**src/rtl/sram_6116_arbiter.sv**
```systemverilog
// Round-robin arbiter sharing one single-port 2Kx8 (6116-class) RAM between a CPU port (A)
// and a video/scanner port (B); sequences the memory-IP strobes and returns read data with an ack.
module sram_6116_arbiter #(
  parameter int unsigned ADDR_W     = 11,
  parameter int unsigned DATA_W     = 8,
  parameter int unsigned RD_LATENCY = 1
) (
  input  logic              clk,
  input  logic              rst,
  input  logic              a_req,
  input  logic              a_we,
  input  logic [ADDR_W-1:0] a_addr,
  input  logic [DATA_W-1:0] a_wdata,
  output logic              a_ack,
  output logic [DATA_W-1:0] a_rdata,
  input  logic              b_req,
  input  logic              b_we,
  input  logic [ADDR_W-1:0] b_addr,
  input  logic [DATA_W-1:0] b_wdata,
  output logic              b_ack,
  output logic [DATA_W-1:0] b_rdata,
  output logic [ADDR_W-1:0] mem_addr,
  output logic [DATA_W-1:0] mem_data_in,
  input  logic [DATA_W-1:0] mem_data_out,
  output logic              mem_en,
  output logic              mem_we,
  output logic              busy
);

  localparam int unsigned       CNT_W    = 3;
  localparam logic [CNT_W-1:0]  CNT_LOAD = CNT_W'(RD_LATENCY - 1);
  localparam logic [CNT_W-1:0]  CNT_ONE  = CNT_W'(1);

  typedef enum logic [1:0] {
    IDLE  = 2'd0,
    ISSUE = 2'd1,
    WAIT  = 2'd2,
    ACK   = 2'd3
  } state_t;

  typedef enum logic {
    PORT_A = 1'b0,
    PORT_B = 1'b1
  } port_t;

  state_t           state;
  port_t            winner;
  port_t            last_gnt;
  logic [CNT_W-1:0] cnt;
  logic             a_wins_c;

  // On a tie the port that was not granted last wins.
  assign a_wins_c = a_req && (!b_req || (last_gnt == PORT_B));

  // Arbitration FSM; every output is a register updated here.
  always_ff @(posedge clk or posedge rst) begin
    if (rst) begin
      state       <= IDLE;
      winner      <= PORT_A;
      last_gnt    <= PORT_B;
      cnt         <= '0;
      a_ack       <= 1'b0;
      b_ack       <= 1'b0;
      a_rdata     <= '0;
      b_rdata     <= '0;
      mem_addr    <= '0;
      mem_data_in <= '0;
      mem_en      <= 1'b0;
      mem_we      <= 1'b0;
      busy        <= 1'b0;
    end else begin
      a_ack <= 1'b0;
      b_ack <= 1'b0;
      unique case (state)
        IDLE: begin
          if (a_req || b_req) begin
            if (a_wins_c) begin
              winner      <= PORT_A;
              last_gnt    <= PORT_A;
              mem_we      <= a_we;
              mem_addr    <= a_addr;
              mem_data_in <= a_wdata;
            end else begin
              winner      <= PORT_B;
              last_gnt    <= PORT_B;
              mem_we      <= b_we;
              mem_addr    <= b_addr;
              mem_data_in <= b_wdata;
            end
            mem_en <= 1'b1;
            busy   <= 1'b1;
            state  <= ISSUE;
          end
        end
        ISSUE: begin
          // mem_we still holds the latched direction during this cycle.
          mem_en <= 1'b0;
          mem_we <= 1'b0;
          if (mem_we) begin
            a_ack <= (winner == PORT_A);
            b_ack <= (winner == PORT_B);
            state <= ACK;
          end else begin
            cnt   <= CNT_LOAD;
            state <= WAIT;
          end
        end
        WAIT: begin
          if (cnt != '0) begin
            cnt <= cnt - CNT_ONE;
          end else begin
            if (winner == PORT_A) begin
              a_rdata <= mem_data_out;
            end else begin
              b_rdata <= mem_data_out;
            end
            a_ack <= (winner == PORT_A);
            b_ack <= (winner == PORT_B);
            state <= ACK;
          end
        end
        ACK: begin
          busy  <= 1'b0;
          state <= IDLE;
        end
        default: begin
          state <= IDLE;
        end
      endcase
    end
  end

endmodule

```
**config.mk**
```make
export PLATFORM = sky130hd
export DESIGN_NAME = sram_6116_arbiter
export DESIGN_NICKNAME = d
export VERILOG_FILES = /design/src/rtl/sram_6116_arbiter.sv
export SDC_FILE = /design/constraint.sdc
export NUM_CORES = 1
export LEC_CHECK = 0
export ABC_AREA = 0
export BUFFER_PORTS_ARGS = -buffer_cell sky130_fd_sc_hd__buf_2
export CORE_ASPECT_RATIO = 0.9
export CORE_MARGIN = 4
export CORE_UTILIZATION = 48
export CTS_CLUSTER_SIZE = 8
export DETAILED_ROUTE_END_ITERATION = 10
export MAX_ROUTING_LAYER = met4
export PLACE_DENSITY = 0.8
export SYNTH_ARGS = -nofsm -noshare
export SYNTH_HDL_FRONTEND = slang
export SYNTH_SLANG_ARGS = --single-unit
```
**constraint.sdc**
```tcl
create_clock -name clk -period 1.93 [get_ports clk]
set_clock_uncertainty 0.1 [all_clocks]
set_input_delay 0.2895 -clock clk [delete_from_list [all_inputs] [get_ports clk]]
set_output_delay 0.2895 -clock clk [all_outputs]
set_load 0.01 [all_outputs]
```
; Word level (Yosys, flattened, before mapping)
; Index checks and enable logic that the tools add are counted.
[totals]
ff_bits = 47
wordCells = 61
[classes]
n_addsub = 1
n_eq_ne = 7
mux = 22
n_bitwise = 2
n_reduce_logical = 16
[op_table]
columns = cell, n
row1 = 11-bit two-way mux, 1
row2 = 1-bit case mux with 2 select lines, 5
row3 = 1-bit two-way mux, 9
row4 = 3-bit AND reduction, 3
row5 = 8-bit two-way mux, 1
row6 = "2-bit != test, second input constant", 4
row7 = 2-bit case mux with 4 select lines, 1
row8 = 2-bit AND reduction, 4
row9 = 3-bit two-way mux, 2
row10 = 3-bit case mux with 2 select lines, 1
row11 = 2-bit nonzero test, 3
row12 = "2-bit equality test, second input constant", 2
row13 = 2-bit two-way mux, 2
row14 = 3-bit nonzero test, 1
row15 = "3-bit by 1-bit subtractor with 3-bit output, second input constant", 1
row16 = "2-bit by 1-bit equality test with 1-bit output, second input constant", 1
row17 = 2-bit logical NOT, 1
row18 = 1-bit logical OR, 2
row19 = 1-bit inverter, 2
row20 = 1-bit logical AND, 1
row21 = 1-bit logical NOT, 1

; Depth between registers and ports, before layout
; Gate-level depths: netlist (run 1).
[logic_depth]
ltp_word = 6
ltp_mapped = 6

; Least setup slack after synthesis (run 1)
; No wires, ideal clock.
[synth_path]
path_type = reg-to-reg
startpoint = reg state[0]
endpoint = reg a_rdata[0]
setup_ns = 0.125
arrival_time_ns = 1.492
path_slack_ns = 0.213
path_stages_with_launch = 7
path_buffers = 1
period_less_slack_ns = 1.717
cell_sequence = dfrtp_1 -> inv_1 -> ha_1 -> buf_6 -> inv_4 -> nor3_4 -> mux2_2
[synth_between]
elab_chain_cells = 2
[synth_lines]
columns = element, line
row1 = "start, declared", 46  ; state_t state;
row2 = "start signal, assigned", 58  ; state <= IDLE;
row3 = "start signal, assigned", 92  ; state <= ISSUE;
row4 = "start signal, assigned", 102  ; state <= ACK;
row5 = 2-bit equality test, 74  ; unique case (state)
row6 = 3-bit AND reduction (no source line), --
row7 = "end signal, assigned", 113  ; a_rdata <= mem_data_out;
row8 = "end, declared", 15  ; output logic [DATA_W-1:0] a_rdata,
; No other way between the ends.
; A chain may end at the register's enable or synchronous reset.

; Worst setup path in the final report (run 1)
[layout_path]
startpoint = reg state[0]
endpoint = reg a_rdata[2]
; The elaborated chain is that of the path after synthesis.

==> flow_summary.json, run 1 <==
{
  "synthToLayoutAreaGrowth_pct": 33.7,
  "antenna_cells": 0,
  "hp-class": "input pin to flip-flop",
  "power_density_nw_per_um2": 1560,
  "htree_levels": 2,
  "ys_types": 36,
  "path_max_fanout": 8,
  "port_buffers": 91,
  "fin_cells": 377,
  "route.detailed.drc": 0,
  "synth_nets": 276,
  "critPathMaxStageDelay_ps": 410,
  "p_leak_uw": 0.00141,
  "drt-initial-drc-count": 91,
  "async_flop_share": 1.00,
  "worstSkewPairLatency_ps": 300,
  "wl_mm": 5.31,
  "grt_usage": 0.189,
  "die_h_um": 72.9,
  "first_pass_iters": 5,
  "wl_per_cell_um": 14.1,
  "ys_warn_count": 0,
  "crit_type": "flip-flop to flip-flop",
  "placed_cells": 367,
  "max-clock-path-buffers": 2,
  "fin_ws_ps": 144,
  "max_slew_margin": 0.702,
  "clock_sinks": 47,
  "dieArea_um2": 5830,
  "crit_chain": "inv_1, ha_2, inv_4, nor3_4, buf_12, mux2_2",
  "hold_path_depth": 2,
  "place_ws_ps": -3.78,
  "min_to": "b_rdata[5]$_DFFE_PP0P_",
  "die_x_um": 80.1,
  "timing.fmax_mhz": 560,
  "cp.required_ps": 2030,
  "setup_tns_ps": 0,
  "fillers": 360,
  "critPathSlowestCell": "dfrtp_1",
  "numCtsBuffers": 5,
  "root_buffer": "clkbuf_8",
  "grt_max_degree": 37,
  "ys_seq_area_frac": 0.525,
  "crit_path_start_kind": "flip-flop",
  "rr_endpoint": "a_rdata[2]$_DFFE_PP0P_",
  "hold_start": "mem_data_out[5]",
  "cts_tree": "built",
  "vias_per_cell": 5.29,
  "rr_startpoint": "state[0]$_DFFE_PP0P_",
  "core_um2": 4490,
  "slew_viol_final": 0,
  "grt_pass1_wl_mm": 8.35,
  "finalCritPeriodShare": 0.925,
  "synth.cells.most_frequent": "46 x dfrtp_1, 27 x o21ai_0, 26 x nor2_1",
  "clk_pin_slew_ps": 90,
  "rr_worst_depth": 6,
  "syn_area_um2": 2240,
  "drive_gt1_frac": 0.435,
  "synth_edf_count": 0,
  "rrSetupSlack_ps": 140,
  "start_util": 0.500,
  "setup_viol": 0,
  "ir_worst_vdd_mv": 0.732,
  "ys_top_cells_by_area": "dfrtp_1 51%, mux2_2 8.5%, o21ai_0 6.0%, a31oi_1 5.9%, nand3_1 4.9%",
  "dp_hpwl_mm": 4.00,
  "syn_area_per_cell_um2": 10.3,
  "ant_nets": 0,
  "rsz0062_at_grt": "false",
  "synth_cells": 217,
  "status": "completed",
  "rows": 23,
  "synth_top_area_frac": 0.513,
  "gp_congestion": 0.808,
  "hold_ws_ps": 122,
  "tightest_slew_ps": 447,
  "vias": 1994,
  "drv_cap": 0,
  "yosysTopAreaCell": "dfrtp_1",
  "nets": 373,
  "ios": 92,
  "cp.arrival_ps": 1880,
  "cp-end-kind": "flip-flop",
  "grt_pass1_vias": 1850,
  "synthFlopType": "dfrtp_1",
  "antenna_found_initial": 0,
  "yosysMostFrequentCell": "dfrtp_1",
  "hold_violations": 0,
  "period_minus_slack_ps": 1790,
  "ys_ff_latch": 47,
  "gr-total-overflow": 0
}
## timing repair
action                     CTS  global route
setup endpoints to repair    3             9
buffers inserted             0             1
gates resized for setup      0             1
hold endpoints to repair    20             0
pin swaps                    1             1
cloned                       0             0
hold buffers                 1             0
## per-layer routing
metal,vias up,GRT usage,routed length (µm)
met2,110,0.307,2550
met3,7,0.0420,501
met1,904,0.234,2190
met4,0,0.0638,67
met5,-,-,0
li1,973,-,-
## cell usage in the layout (no fill, tap or decap), drive strengths merged, types with 2 or more instances in the layout
| master | n |
|---|---|
| nand2 | 2 |
| nor2b | 3 |
| nand2b | 2 |
| inv | 11 |
| buf | 103 |
| a31oi | 21 |
| clkbuf | 5 |
| ha | 7 |
| o311ai | 3 |
| nand3 | 22 |
| nor2 | 26 |
| bufinv | 2 |
| o21ai | 27 |
| mux2 | 17 |
| dfrtp | 46 |
| nor3 | 2 |
## how the worst max path moves through the flow
stage | slack (ps) | endpoint | startpoint | cells after the start
2_1_floorplan | 210 | a_rdata[0]$_DFFE_PP0P_ | state[0]$_DFFE_PP0P_ | 6
3_3_place_gp | 60 | a_rdata[1]$_DFFE_PP0P_ | state[0]$_DFFE_PP0P_ | 5
3_5_place_dp | -4 | a_rdata[2]$_DFFE_PP0P_ | state[0]$_DFFE_PP0P_ | 5
4_1_cts | 40 | a_rdata[2]$_DFFE_PP0P_ | state[0]$_DFFE_PP0P_ | 5
5_1_grt | 50 | cnt[2]$_DFFE_PP0P_ | state[1]$_DFFE_PP0P_ | 6
6_report | 140 | a_rdata[2]$_DFFE_PP0P_ | state[0]$_DFFE_PP0P_ | 6
## sequential cells by signal, summed over array words and instances (netlist names), 2 cells and up
signal / flops
state: 2
mem_data_in: 8
a_rdata: 8
b_rdata: 8
cnt: 3
mem_addr: 11
## cells by family (layout without fill, tap and decap cells)
logic type / after synthesis / in the layout / synth area share
adders and majority gates: 7 / 7 / 0.0390
buffers and inverters: 24 / 122 / 0.0485
muxes: 17 / 17 / 0.0853
and+or+nand+nor: 64 / 64 / 0.146
DFF: 47 / 47 / 0.525
AOI/OAI and AO/OA: 58 / 58 / 0.156
## critical path: cells and delay by family, from the launching register on
kind	cells	cell delay [ps]
mux	1	330
buf+inv	3	370
flops	1	410
simple gates	1	200
fa+ha+maj	1	280
## metrics by stage
step                      utilization  total power (µW)  instance area, µm²
after CTS                       0.663              4690                2980
final                           0.668              4680                3000
after detailed placement        0.630              3810                2830
after global routing            0.668              5020                3000
after floorplan                     -              3000                2240
after global placement          0.630              3730                2830
## layout make-up
class | count | area [µm²] | share of cell area
inverter | 10 | 40.0 | 0.0133
clock buffer | 5 | 68.8 | 0.0229
tap | 62 | 77.6 | 0.0259
clock inverter | 3 | 71.3 | 0.0238
timing repair buffer | 104 | 606 | 0.202
sequential | 47 | 1180 | 0.392
multi-input combinational | 146 | 960 | 0.320
## where the power goes
| part | switching, µW | total [µW] | internal (µW) |
|---|---|---|---|
| logic | 1080 | 2070 | 995 |
| clock network | 358 | 884 | 526 |
| registers | 266 | 1730 | 1460 |
No activity file was read; power rests on OpenSTA's default activity.
==> run 2: changes to the inputs <==
RECOVER_POWER = 25   (was unset)
==> flow_summary.json, run 2 (synthesized netlist as in run 1, its figures left out) <==
{
  "numCtsBuffers": 5,
  "ant_nets": 0,
  "antenna_cells": 0,
  "drt-initial-drc-count": 89,
  "wl_per_cell_um": 14.1,
  "clk_pin_slew_ps": 90,
  "seq_area_um2": 1180,
  "port_buffers": 91,
  "rsz0062_at_grt": "false",
  "clock_sinks": 47,
  "path_buf_inv": 3,
  "timing.fmax_mhz": 560,
  "max-clock-path-buffers": 2,
  "cpLargestDelayFamily": "flip-flops",
  "grt_max_degree": 37,
  "crit_chain": "inv_1, ha_2, inv_4, nor3_4, buf_12, mux2_2",
  "setup_tns_ps": 0,
  "slew_viol_final": 0,
  "ios": 92,
  "critPathSlowestCell": "dfrtp_1",
  "final_common_cell": "buf_2",
  "crit_type": "flip-flop to flip-flop",
  "p_leak_uw": 0.00140,
  "finalCritPeriodShare": 0.925,
  "gr-total-overflow": 0,
  "htree_levels": 2,
  "largest_reg_flops": 11,
  "wl_mm": 5.32,
  "rrSetupSlack_ps": 150,
  "setup_viol": 0,
  "crit_path_start_kind": "flip-flop",
  "synthToLayoutAreaGrowth_pct": 33.6,
  "grt_pass1_wl_mm": 8.35,
  "cts_tree": "built",
  "first_pass_iters": 6,
  "gp_congestion": 0.808,
  "drive_gt1_frac": 0.422,
  "tightest_slew_ps": 803,
  "total_power_uw": 4680,
  "fillers": 362,
  "cp.arrival_ps": 1880,
  "status": "completed",
  "route.detailed.drc": 0,
  "worstSkewPairLatency_ps": 300,
  "die_h_um": 72.9,
  "drv_cap": 0,
  "max_slew_margin": 0.464,
  "path_max_fanout": 8,
  "antenna_found_initial": 0,
  "rows": 23,
  "layout_common_cells": "88 x buf_2, 46 x dfrtp_1, 27 x o21ai_0",
  "regMostFlops": "mem_addr",
  "cp.required_ps": 2030,
  "vias": 1968,
  "ir_worst_vdd_mv": 0.730,
  "power_density_nw_per_um2": 1560,
  "period_minus_slack_ps": 1780,
  "cp-end-kind": "flip-flop",
  "vias_per_cell": 5.22,
  "dp_hpwl_mm": 4.00,
  "dieArea_um2": 5830,
  "critPathMaxStageDelay_ps": 410,
  "multi_input_area_um2": 960,
  "nets": 373,
  "die_x_um": 80.1,
  "grt_pass1_vias": 1850,
  "hold_violations": 0,
  "hp-class": "input pin to flip-flop",
  "start_util": 0.500,
  "grt_usage": 0.189,
  "core_um2": 4490,
  "root_buffer": "clkbuf_8"
}
run 2: path summary, 6_finish.rpt:
| path | start | depth (start not counted) | end |
|---|---|---|---|
| hold reg to reg | a_rdata[4]$_DFFE_PP0P_ | 1 | a_rdata[4]$_DFFE_PP0P_ |
| setup reg to reg | state[0]$_DFFE_PP0P_ | 6 | a_rdata[2]$_DFFE_PP0P_ |
| hold / removal | mem_data_out[5] | 2 | b_rdata[5]$_DFFE_PP0P_ |
| setup / recovery | state[0]$_DFFE_PP0P_ | 6 | a_rdata[2]$_DFFE_PP0P_ |
| min in group asynchronous | rst | 3 | a_rdata[5]$_DFFE_PP0P_ |
| max in group asynchronous | rst | 4 | last_gnt$_DFFE_PP1P_ |
run 2: timing repair:
action | 4_1_cts | 5_1_grt
hold endpoints to repair | 20 | 0
setup buffers | 0 | 1
hold buffers | 1 | 0
pin swaps | 1 | 1
setup endpoints to repair | 3 | 9
resized for setup | 0 | 1
run 2: per-layer routing:
| layer | wire, µm | vias to the layer above | track usage |
|---|---|---|---|
| li1 | - | 973 | - |
| met1 | 2230 | 893 | 0.234 |
| met2 | 2550 | 95 | 0.307 |
| met3 | 471 | 7 | 0.0420 |
| met4 | 67 | 0 | 0.0638 |
| met5 | 0 | - | - |
run 2: layout make-up:
cell class / count / share of cell area
Inverter: 10 / 0.0134
Clock buffer: 5 / 0.0230
Clock inverter: 3 / 0.0238
Sequential cell: 47 / 0.393
Timing Repair Buffer: 104 / 0.201
Tap cell: 62 / 0.0259
Multi-Input combinational cell: 146 / 0.320
run 2: report_power, final:
part | switching, µW | leakage (µW) | internal, µW | total (µW)
Combinational | 1080 | 0.000778 | 988 | 2060
Sequential | 267 | 0.000550 | 1460 | 1730
Clock | 358 | 0.0000703 | 526 | 884
Total | 1700 | 0.00140 | 2980 | 4680
run 2: metrics by stage:
step / cell area, µm² / utilization / hold slack (ps) / setup WS (ps) / std cells
after global routing: 3000 / 0.668 / 115 / 49.0 / 377
final: 3000 / 0.668 / 122 / 145 / 377
after detailed placement: 2830 / 0.630 / 221 / -3.78 / 367
after CTS: 2980 / 0.663 / 117 / 37.3 / 376
after floorplan: 2240 / - / 340 / 213 / 217
after global placement: 2830 / 0.630 / 222 / 63.6 / 367
